--- config.mk ---
export PLATFORM = sky130hd
export DESIGN_NAME = sample_source
export DESIGN_NICKNAME = d
export VERILOG_FILES = /design/src/rtl/sample_source_pkg.sv /design/src/rtl/sample_source_lfsr.sv /design/src/rtl/sample_source.sv
export SDC_FILE = /design/constraint.sdc
export NUM_CORES = 1
export LEC_CHECK = 0
export CELL_PAD_IN_SITES_DETAIL_PLACEMENT = 2
export CELL_PAD_IN_SITES_GLOBAL_PLACEMENT = 2
export CORE_UTILIZATION = 30
export CTS_CLUSTER_DIAMETER = 200
export CTS_CLUSTER_SIZE = 10
export DETAILED_ROUTE_END_ITERATION = 10
export PLACE_DENSITY = 0.8
export SYNTH_ARGS = -nofsm -noshare
export SYNTH_HDL_FRONTEND = slang
export SYNTH_SLANG_ARGS = --single-unit
--- constraint.sdc ---
create_clock -name clk -period 2.4 [get_ports clk]
set_input_delay 0.24 -clock clk [delete_from_list [all_inputs] [get_ports clk]]
set_output_delay 0.24 -clock clk [all_outputs]
set_load 0.02 [all_outputs]
--- src/rtl/sample_source_pkg.sv ---
// sample_source_pkg
// Shared constants and types for the sample_source frame generator:
//   LFSR_TAPS   Galois feedback polynomial applied when a 1 is shifted out
//   LFSR_RESET  LFSR value after reset, also used in place of a zero seed
//   DEFAULT_N   default number of samples per frame
//   CNT_W       width of the per-frame sample counter (covers N up to 128)
//   state_t     frame FSM state encoding
package sample_source_pkg;

  localparam logic [31:0] LFSR_TAPS  = 32'h8020_0003;
  localparam logic [31:0] LFSR_RESET = 32'h0000_0001;
  localparam int          DEFAULT_N  = 100;
  localparam int          CNT_W      = 7;

  typedef enum logic [1:0] {
    ST_IDLE = 2'd0,
    ST_SEND = 2'd1,
    ST_DONE = 2'd2
  } state_t;

endpackage

--- src/rtl/sample_source_lfsr.sv ---
// lfsr_galois_step
// Purely combinational single step of a right-shifting Galois LFSR.
// Ports:
//   state_i  current LFSR state
//   state_o  state after one step
module lfsr_galois_step
  import sample_source_pkg::*;
#(
  parameter int W = 32
) (
  input  logic [W-1:0] state_i,
  output logic [W-1:0] state_o
);

  // The bit falling off the bottom decides whether the taps are folded back in.
  assign state_o = {1'b0, state_i[W-1:1]} ^ (state_i[0] ? LFSR_TAPS : '0);

endmodule

--- src/rtl/sample_source.sv ---
// sample_source
// Emits one frame of N pseudo-random samples over a valid/ready handshake
// and tracks the unsigned maximum of the samples actually transferred.
// Ports:
//   clk, rst  clock and asynchronous active-high reset
//   start     one-cycle request to begin a frame (only honoured in IDLE)
//   seed      LFSR seed captured with an accepted start (0 is replaced by 1)
//   ready     downstream can take a sample this cycle
//   valid     x holds a sample (state SEND)
//   x         current sample (the LFSR state)
//   last      x is the final sample of the frame
//   busy      frame in progress
//   done      one-cycle pulse after the final transfer
//   max_ref   maximum of samples transferred in current/most recent frame
module sample_source
  import sample_source_pkg::*;
#(
  parameter int W = 32,
  parameter int N = DEFAULT_N
) (
  input  logic         clk,
  input  logic         rst,
  input  logic         start,
  input  logic [W-1:0] seed,
  input  logic         ready,
  output logic         valid,
  output logic [W-1:0] x,
  output logic         last,
  output logic         busy,
  output logic         done,
  output logic [W-1:0] max_ref
);

  localparam logic [CNT_W-1:0] LAST_CNT = CNT_W'(N - 1);

  state_t           state_q, state_d;
  logic [W-1:0]     lfsr_q, lfsr_d;
  logic [W-1:0]     lfsr_next;
  logic [CNT_W-1:0] cnt_q, cnt_d;
  logic [W-1:0]     max_q, max_d;
  logic             xfer;

  lfsr_galois_step #(.W(W)) u_step (
    .state_i (lfsr_q),
    .state_o (lfsr_next)
  );

  assign valid   = (state_q == ST_SEND);
  assign busy    = (state_q == ST_SEND);
  assign done    = (state_q == ST_DONE);
  assign x       = lfsr_q;
  assign last    = valid && (cnt_q == LAST_CNT);
  assign max_ref = max_q;
  assign xfer    = valid && ready;

  // Next-state logic. Everything holds unless a start is accepted in IDLE
  // or a transfer happens in SEND; the counter stops at N-1 so it never wraps.
  always_comb begin
    state_d = state_q;
    lfsr_d  = lfsr_q;
    cnt_d   = cnt_q;
    max_d   = max_q;
    unique case (state_q)
      ST_IDLE: begin
        if (start) begin
          lfsr_d  = (seed == '0) ? LFSR_RESET : seed;
          cnt_d   = '0;
          max_d   = '0;
          state_d = ST_SEND;
        end
      end
      ST_SEND: begin
        if (xfer) begin
          lfsr_d = lfsr_next;
          if (lfsr_q > max_q) begin
            max_d = lfsr_q;
          end
          if (cnt_q == LAST_CNT) begin
            state_d = ST_DONE;
          end else begin
            cnt_d = cnt_q + 1'b1;
          end
        end
      end
      ST_DONE: begin
        state_d = ST_IDLE;
      end
      default: begin
        state_d = ST_IDLE;
      end
    endcase
  end

  // State registers; reset drops any frame in flight immediately.
  always_ff @(posedge clk or posedge rst) begin
    if (rst) begin
      state_q <= ST_IDLE;
      lfsr_q  <= LFSR_RESET;
      cnt_q   <= '0;
      max_q   <= '0;
    end else begin
      state_q <= state_d;
      lfsr_q  <= lfsr_d;
      cnt_q   <= cnt_d;
      max_q   <= max_d;
    end
  end

endmodule

==> results of run 1 <==
-- logic make-up (layout without fill, tap and decap cells) --
kind of cell	count (synthesis)	in the layout	synth area share [%]
AOI/OAI and AO/OA	99	99	14.8
xor gates and xnor gates	6	6	1.26
adders and majority gates	33	33	9.86
buffers and inverters	57	187	5.83
DFF	73	73	43.7
muxes	32	32	7.65
and+or+nand+nor	163	163	17.0
-- what timing repair did --
action	4_1_cts	5_1_grt
pin swaps	0	4
endpoints found under the setup margin	7	28
setup buffers	0	8
resized for setup	3	7
gates cloned	0	2
hold endpoints to repair	0	0
-- metal layers --
metal  up-vias  part of all wire (%)
met1      2073                    42
met4         0                   2.2
li1       1834                     -
met5         -                     0
met2        80                    52
met3        25                   3.1
-- state kept, by name, indices dropped and copies added (netlist names) --
name     count
cnt_q        7
x           32
max_ref     32
state_q      2
-- worst register-to-register path, delay by kind of cell (launching register included) --
family	cells	cell delay (ns)
flip-flops	1	0.40
AO/OA/AOI/OAI	1	0.07
AND/OR/NAND/NOR	4	0.93
multiplexers	1	0.21
adder cells (fa/ha/maj)	1	0.32
buffers and inverters	3	0.37
-- synthesized netlist by cell type, drive strengths merged --
| library cell | n | area, um^2 |
|---|---|---|
| buf | 8 | 60.1 |
| nand2b | 3 | 18.8 |
| nor4b | 1 | 8.76 |
| and2 | 1 | 6.26 |
| nor3 | 4 | 20.0 |
| o211ai | 2 | 15.0 |
| nand2 | 107 | 402 |
| inv | 36 | 135 |
| a41oi | 1 | 16.3 |
| a211oi | 1 | 7.51 |
| or2 | 2 | 12.5 |
| nor4 | 9 | 56.3 |
| xnor2 | 4 | 35.0 |
| nand3 | 5 | 25.0 |
| o31a | 1 | 8.76 |
| dfstp | 1 | 26.3 |
| nor2 | 14 | 52.6 |
| nand4 | 11 | 68.8 |
| or3 | 2 | 12.5 |
| nor2b | 3 | 18.8 |
| dfrtp | 72 | 1800 |
| a31oi | 1 | 6.26 |
| a21boi | 30 | 225 |
| and4 | 1 | 8.76 |
| mux2i | 32 | 320 |
| a41o | 1 | 10.0 |
| a21oi | 16 | 80.1 |
| o21a | 2 | 15.0 |
| o21ai | 40 | 204 |
| clkbuf | 13 | 48.8 |
| a21o | 4 | 30.0 |
| xor2 | 2 | 17.5 |
| ha | 33 | 413 |
-- area by class of cell --
type	count	area (um^2)
Timing Repair Buffer	136	1360
Sequential cell	73	1830
Fill cell	1452	7440
Tap cell	176	220
Multi-Input combinational cell	333	2160
Clock buffer	15	258
Inverter	36	135
-- power by group through the flow --
stage	registers, mW	logic, mW	clock network [mW]
2_1_floorplan	2.41	1.46	0
3_3_place_gp	2.04	3.18	0
5_1_grt	2.12	4.05	1.32
3_5_place_dp	2.07	3.38	0
6_report	2.06	3.74	1.24
4_1_cts	2.06	3.44	1.27
-- stage by stage --
stage	instances	TNS [ns]	worst slack, ns
global route	769	-1.77	-0.0975
global placement	744	0	0.218
detailed placement	744	0	0.0142
finish	769	0	0.0108
CTS	759	0	0.0686
floorplan	463	0	0.229
-- path summary, 6_finish.rpt --
kind,from,end,cells past startpoint
max,max_ref[26],max_ref[31],10
min,rst,cnt_q[5],3
max reg2reg,max_ref[26],max_ref[31],10
min reg2reg,cnt_q[0],cnt_q[0],1
max in group asynchronous,rst,max_ref[14],3
min in group clk,cnt_q[0],cnt_q[0],1
==> impl_metrics.toml, run 1 <==
[status]
outcome = "complete, no violations"

[critical_path]
path_buf_inv = 3
critPathLaunchType = "flip-flop"
critical_path_class = "reg -> reg"
crit_family = "simple AND/OR/NAND/NOR gates"
critPathSlowestCell = "dfrtp_1"
worstPathCellList = "inv_1, ha_1, nand4_1, or2_1, or3_1, nand4_1, o21ai_4, buf_12, buf_12, mux2i_2"
cp.required_ns = 2.66
cp-end-kind = "flip-flop"
critPathMaxStageDelay_ns = 0.40
worst-r2r-setup-slack_ns = 0.01
worstPathArrival_ns = 2.65
crit_path_max_fanout = 9

[placement]
hpwl_um = 11200
port-buffer-count = 103
placed_area_um2 = 5550
place_congestion = 0.798

[power_and_ir_drop]
seqPwrFrac_pct = 29.2
power_density_nw_per_um2 = 1180
power.internal_mw = 4.13
totalPowerFinal_mw = 7.04
clockPowerShare_pct = 17.6
ir_drop_v = 0.000491
power.switching_mw = 2.91
power_switching_share_pct = 41.4
leakagePower_nw = 2.79
combPwrFrac_pct = 53.1

[detailed_routing]
finalWirelength_um = 16400
wl_per_cell_um = 21.3
drtIter0Drc = 218
detail-route-antenna-nets = 0
first_pass_iters = 4
num_vias = 4012
viasPerCell = 5.22
drcViolationCount = 0

[global_routing]
gr-usage-met1_pct = 28.1
met2_usage_pct = 39.3
first_global_vias = 4491
grt_use_met3_pct = 4.75
grt_overflow = 0
antenna_found_initial = 0
grtUsageTotal_pct = 22.8
grt_first_pass_wirelength_um = 24900
top_usage_layer = "met2"
grt_max_degree = 74

[cts]
cts_root_buf = "clkbuf_16"
cts_max_path_buffers = 2
insertion_delay_ns = 0.35
htreeDepth = 3
tritoncts = "done"
postCtsHoldBufs = 0
clk_pin_slew_worst_paths_ns = 0.06
numCtsBuffers = 9
cts.sinks = 73

[sta]
hold_viol_final = 0
finalCriticalPeriod_ns = 2.39
worstMarginPinSlew_ns = 0.548
max_freq_ghz = 0.419
setup_violations = 0
slew_viol_final = 0
whs_ns = 0.302
finClkSkew_ns = 0.00595
relSlewSlack_pct = 63.2
finalCritPeriodShare_pct = 99.5

[floorplanning]
die_x_um = 120
io_pins = 104
core_um2 = 13400
initial_core_util_pct = 31.2
die_h_um = 120
dieArea_um2 = 14400
core.rowCount = 42

[worst_hold_path]
hold_path_class = "in -> async"

[layout]
n_antenna_cell = 0
final_cell_mix = "nand2_1, clkdlybuf4s50_1, dfrtp_1"
finish.utilization_pct = 44.5
drive_above_1_share_pct = 9.44
layout.nets = 658
stdcell_area_um2 = 5960
layout_commonest_cell = "nand2_1"
area_growth_pct = 42.5

[logic_synthesis]
seq_area_frac_synth_pct = 43.7
syn_inst = 463
synth_nets = 532
yosysWarnings = 0
synth.cell_area_um2 = 4190
ys_ff_latch = 73
synth.distinct_cells = 39
avgSynthCellArea_um2 = 9.04

[flow_run]
cap_violations = 0
Note: power is estimated with default switching activity, not from simulation.
==> run 2: changes to the inputs <==
Settings changed: PLACE_DENSITY 0.8 to not set, PLACE_DENSITY_LB_ADDON set to 0.1.
==> run 2 against run 1 <==
Against the previous run:
- combinational power fell by 7.8%
- routed wire length decreased by 11%
- design area is 1.0% lower
- global-route usage is 1.3 points lower
- setup slack better by 0.079 ns
- total power down 1.8%
- via count shrank 4.2%
- highest routed layer unchanged
- fmax grew 3.4%
- cell count down 1.2%
- critical endpoint is now max_ref[20]
- die area did not move
- critical path depth shrank 1
==> impl_metrics.toml, run 2 (synthesized netlist as in run 1, its figures left out) <==
[status]
outcome = "complete, no violations"

[sta]
setup-tns-final_ns = 0
fin_ws_ns = 0.0898
slew_viol_final = 0
setup_violations = 0
hold_viol_final = 0
worstMarginPinSlew_ns = 0.550
max_freq_ghz = 0.433
rsz0062_at_grt = "no"
finalCritPeriodShare_pct = 96.3
finClkSkew_ns = 0.00647
finalCriticalPeriod_ns = 2.31
relSlewSlack_pct = 63.0

[detailed_routing]
drtIter0Drc = 159
first_pass_iters = 4
drcViolationCount = 0
viasPerCell = 5.06
num_vias = 3842
finalWirelength_um = 14500
detail-route-antenna-nets = 0
wl_per_cell_um = 19.1

[floorplanning]
dieArea_um2 = 14400
initial_core_util_pct = 31.2
core_um2 = 13400
die_h_um = 120
core.rowCount = 42
io_pins = 104
die_x_um = 120

[cts]
cts_max_path_buffers = 2
htreeDepth = 3
postCtsHoldBufs = 0
cts_root_buf = "clkbuf_16"
cts.sinks = 73
insertion_delay_ns = 0.34
numCtsBuffers = 9
tritoncts = "done"
clk_pin_slew_worst_paths_ns = 0.06

[power_and_ir_drop]
power_density_nw_per_um2 = 1170
ir_drop_v = 0.000405
totalPowerFinal_mw = 6.92
leakagePower_nw = 2.78

[placement]
place_ws_ns = 0.0352
place_congestion = 0.771
hpwl_um = 10500
placed_area_um2 = 5510
port-buffer-count = 103

[flow_run]
cap_violations = 0

[layout]
final_cell_mix = "nand2_1, clkdlybuf4s50_1, dfrtp_1"
layout_commonest_cell = "nand2_1"
n_fill_cell = 1445
stdcell_area_um2 = 5900
layout.nets = 648
n_antenna_cell = 0
area_growth_pct = 41.0
drive_above_1_share_pct = 8.05

[global_routing]
first_global_vias = 4331
antenna_found_initial = 0
grt_max_degree = 74
grtUsageTotal_pct = 21.5
grt_first_pass_wirelength_um = 23400
grt_overflow = 0

[critical_path]
worst-r2r-setup-slack_ns = 0.09
critPathLaunchType = "flip-flop"
critical_path_class = "reg -> reg"
cp-end-kind = "flip-flop"
rr_endpoint = "max_ref[20]"
r2r_start = "max_ref[30]"
worstPathArrival_ns = 2.56
crit_path_max_fanout = 11
cp.required_ns = 2.65
r2r_cells = 9

[worst_hold_path]
hold_path_class = "in -> async"
run 2: cell types whose count changed in the layout (fill, tap and decap cells not counted), sizes merged:
cell and delta:
dlygate4sd2 -1, dlymetal6s2s +1, clkinv +1, buf -9, bufinv +1, clkbuf -2
run 2: per-stage QoR:
| stage | hold WS (ns) | utilization, % | cells |
|---|---|---|---|
| floorplan | 0.348 | - | 463 |
| global placement | 0.489 | 41.1 | 741 |
| detailed placement | 0.506 | 41.1 | 741 |
| CTS | 0.362 | 43.6 | 757 |
| global route | 0.374 | 44.1 | 760 |
| finish | 0.331 | 44.1 | 760 |
run 2: per-layer routing:
metal,global-route usage (%),part of all wire [%],vias up
met5,0,0,-
met4,8.05,1.8,0
met3,3.33,3.1,14
met2,35.9,48,74
met1,27.8,47,1933
li1,-,-,1821
run 2: layout make-up:
cell class,count,area (um^2),area share (%)
repair buffers,126,1260,21.4
clock buffers,14,274,4.64
flip-flops and latches,73,1830,31.0
well taps,176,220,3.73
multi-input cells,333,2150,36.4
clock inverters,2,35.0,0.593
inverters,36,135,2.29
run 2: how the worst max path moves through the flow:
stage,startpoint,end,cells after the start
2_1_floorplan,x[1],max_ref[0],8
3_3_place_gp,max_ref[30],max_ref[15],9
3_5_place_dp,max_ref[30],max_ref[23],9
4_1_cts,cnt_q[3],last,4
5_1_grt,max_ref[30],max_ref[20],9
6_report,max_ref[30],max_ref[20],9
run 2: critical path: stages (launching register included):
cell     delay (ns)
dfrtp_1        0.38
inv_1          0.08
ha_1           0.31
nand4_1        0.14
or2_1          0.28
or3_1          0.38
nand4_1        0.16
o21ai_4        0.12
buf_12         0.18
mux2i_2        0.19
run 2: what timing repair did:
action                                  in CTS  in global routing
cloned                                       0                  1
gates resized for setup                      3                  7
setup buffers                                0                  2
pin swaps                                    0                  1
endpoints found under the setup margin      20                 25
run 2: where the power goes:
group,leakage [nW],internal (mW),total (mW),switching (mW)
registers,0.929,1.64,2.04,0.402
logic,1.69,1.64,3.45,1.81
clock network,0.153,0.890,1.42,0.534
total,2.78,4.17,6.92,2.74
==> run 3: changes to the inputs <==
--- a/config.mk
+++ b/config.mk
@@ -14,2 +14,3 @@
 export PLACE_DENSITY_LB_ADDON = 0.1
+export REMOVE_ABC_BUFFERS = 1
 export SYNTH_ARGS = -nofsm -noshare
--- a/constraint.sdc
+++ b/constraint.sdc
@@ -3,2 +3,2 @@
 set_output_delay 0.24 -clock clk [all_outputs]
-set_load 0.02 [all_outputs]
+set_load 0.1 [all_outputs]
==> run 3 against run 2 <==
Against the previous run:
- global-route usage is 0.15 points lower
- clock power is 4% lower
- largest cell class unchanged
- count of clock-buffer cells in the layout is 1 lower
- hold slack worse by 0.062 ns
- setup slack worse by 0.057 ns
- fmax is 2.4% lower
- non-clock buffer count is 10 higher
- combinational power is 66% higher
==> impl_metrics.toml, run 3 (synthesized netlist as in run 1, its figures left out) <==
[layout]
n_fill_cell = 1486
final_cell_mix = "nand2_1, buf_4, dfrtp_1"
final_cells = 770
layout_commonest_cell = "nand2_1"
drive_above_1_share_pct = 21.5
area_growth_pct = 41.2
multi_input_area_um2 = 2190
register_area_um2 = 1830
layout.nets = 658
stdcell_area_um2 = 5910
n_antenna_cell = 0

[placement]
placed_area_um2 = 5380
place_congestion = 0.855
hpwl_um = 10600
port-buffer-count = 103
dp.cells = 739

[power_and_ir_drop]
leakagePower_nw = 2.93
power_density_nw_per_um2 = 1550
ir_drop_v = 0.000719

[global_routing]
grt_first_pass_wirelength_um = 23300
grt_overflow = 0
antenna_found_initial = 0
grtUsageTotal_pct = 21.3
grt_max_degree = 51
first_global_vias = 4339

[detailed_routing]
drcViolationCount = 0
finalWirelength_um = 15100
detail-route-antenna-nets = 0
first_pass_iters = 6
wl_per_cell_um = 19.6
viasPerCell = 5.07
num_vias = 3903
drtIter0Drc = 115

[critical_path]
rr_endpoint = "max_ref[22]"
cp.required_ns = 2.65
crit_start = "x[7]"
critPathLaunchType = "flip-flop"
critical_path_class = "reg -> reg"
crit_family = "compound AO/OA/AOI/OAI gates"
crit_path_max_fanout = 5
crit_top_cell = "buf_12"
worstPathArrival_ns = 2.62
r2r_start = "x[7]"
path_buf_inv = 2
path_depth = 8
worst-r2r-setup-slack_ns = 0.03
worstPathCellList = "ha_1, a21oi_1, a211oi_1, o31a_1, o21ai_4, buf_12, buf_12, mux2i_1"
crit_end = "max_ref[22]"
r2r_cells = 8
critPathMaxStageDelay_ns = 0.43
cp-end-kind = "flip-flop"
critPathSlowestCell = "dfrtp_1"

[cts]
postCtsHoldBufs = 0
insertion_delay_ns = 0.35
htreeDepth = 3
tritoncts = "done"
cts.sinks = 73
cts_max_path_buffers = 2
clk_pin_slew_worst_paths_ns = 0.06
cts_root_buf = "clkbuf_16"
numCtsBuffers = 9

[sta]
slew_viol_final = 0
hold_viol_final = 0
finClkSkew_ns = 0.00694
worstMarginPinSlew_ns = 0.536
max_freq_ghz = 0.422
relSlewSlack_pct = 64.0
finalCritPeriodShare_pct = 98.6
finalCriticalPeriod_ns = 2.37
setup_violations = 0

[floorplanning]
die_x_um = 120
core_um2 = 13400
initial_core_util_pct = 31.2
io_pins = 104
core.rowCount = 42
die_h_um = 120
dieArea_um2 = 14400

[flow_run]
cap_violations = 0

[worst_hold_path]
hold_path_class = "in -> async"

[status]
outcome = "complete, no violations"
==> run 3: changes by cell type in the layout (fill, tap and decap cells not counted), moves of 2 or more <==
| cell | previous run | this run |
|---|---|---|
| buf_4 | 19 | 90 |
| ha_4 | 1 | 4 |
| ha_1 | 32 | 29 |
| buf_12 | 3 | 8 |
| clkbuf_8 | 3 | 1 |
| clkdlybuf4s50_1 | 102 | 35 |
==> run 3: worst min-delay path by stage <==
| stage | to | depth (start not counted) | slack, ns |
|---|---|---|---|
| 2_1_floorplan | state_q[1] | 2 | 0.35 |
| 3_3_place_gp | cnt_q[0] | 1 | 0.50 |
| 3_5_place_dp | cnt_q[0] | 1 | 0.52 |
| 4_1_cts | x[1] | 2 | 0.29 |
| 5_1_grt | x[31] | 2 | 0.30 |
| 6_report | max_ref[22] | 2 | 0.27 |
==> run 3: layout make-up <==
cell class	count	area share, %
Inverter	36	2.29
Clock inverter	3	0.678
Clock buffer	13	4.23
Tap cell	176	3.73
Timing Repair Buffer	136	21.1
Multi-Input combinational cell	333	37.0
Sequential cell	73	31.0
==> run 3: timing repair <==
action | CTS | global route
endpoints found under the hold margin | 0 | 0
resized for setup | 0 | 13
setup endpoints to repair | 0 | 32
setup buffers | 0 | 12
==> run 3: metal layers <==
layer / part of all wire, % / wire length [um] / global-route usage, % / vias up
li1: - / - / - / 1834
met1: 45 / 6770 / 26.8 / 1972
met2: 50 / 7580 / 36.7 / 80
met3: 3.4 / 518 / 3.75 / 17
met4: 1.7 / 250 / 7.34 / 0
met5: 0 / 0 / 0 / -
==> run 3: power by group <==
group          internal, mW  leakage, nW  switching [mW]
clock network         0.831        0.144           0.530
logic                  1.67         1.86            4.04
registers              1.64        0.928           0.424
==> run 3: metrics by stage <==
step	utilization [%]	hold slack, ns	total power, mW	TNS, ns	setup WS, ns
final	44.1	0.269	9.14	0	0.0331
after floorplan	-	0.348	5.98	-42.13	-1.17
after CTS	42.3	0.292	8.83	0	0.00277
after global placement	40.1	0.500	7.25	0	0.128
after global routing	44.1	0.303	9.63	-0.130	-0.0357
after detailed placement	40.1	0.515	7.42	-0.0279	-0.0188
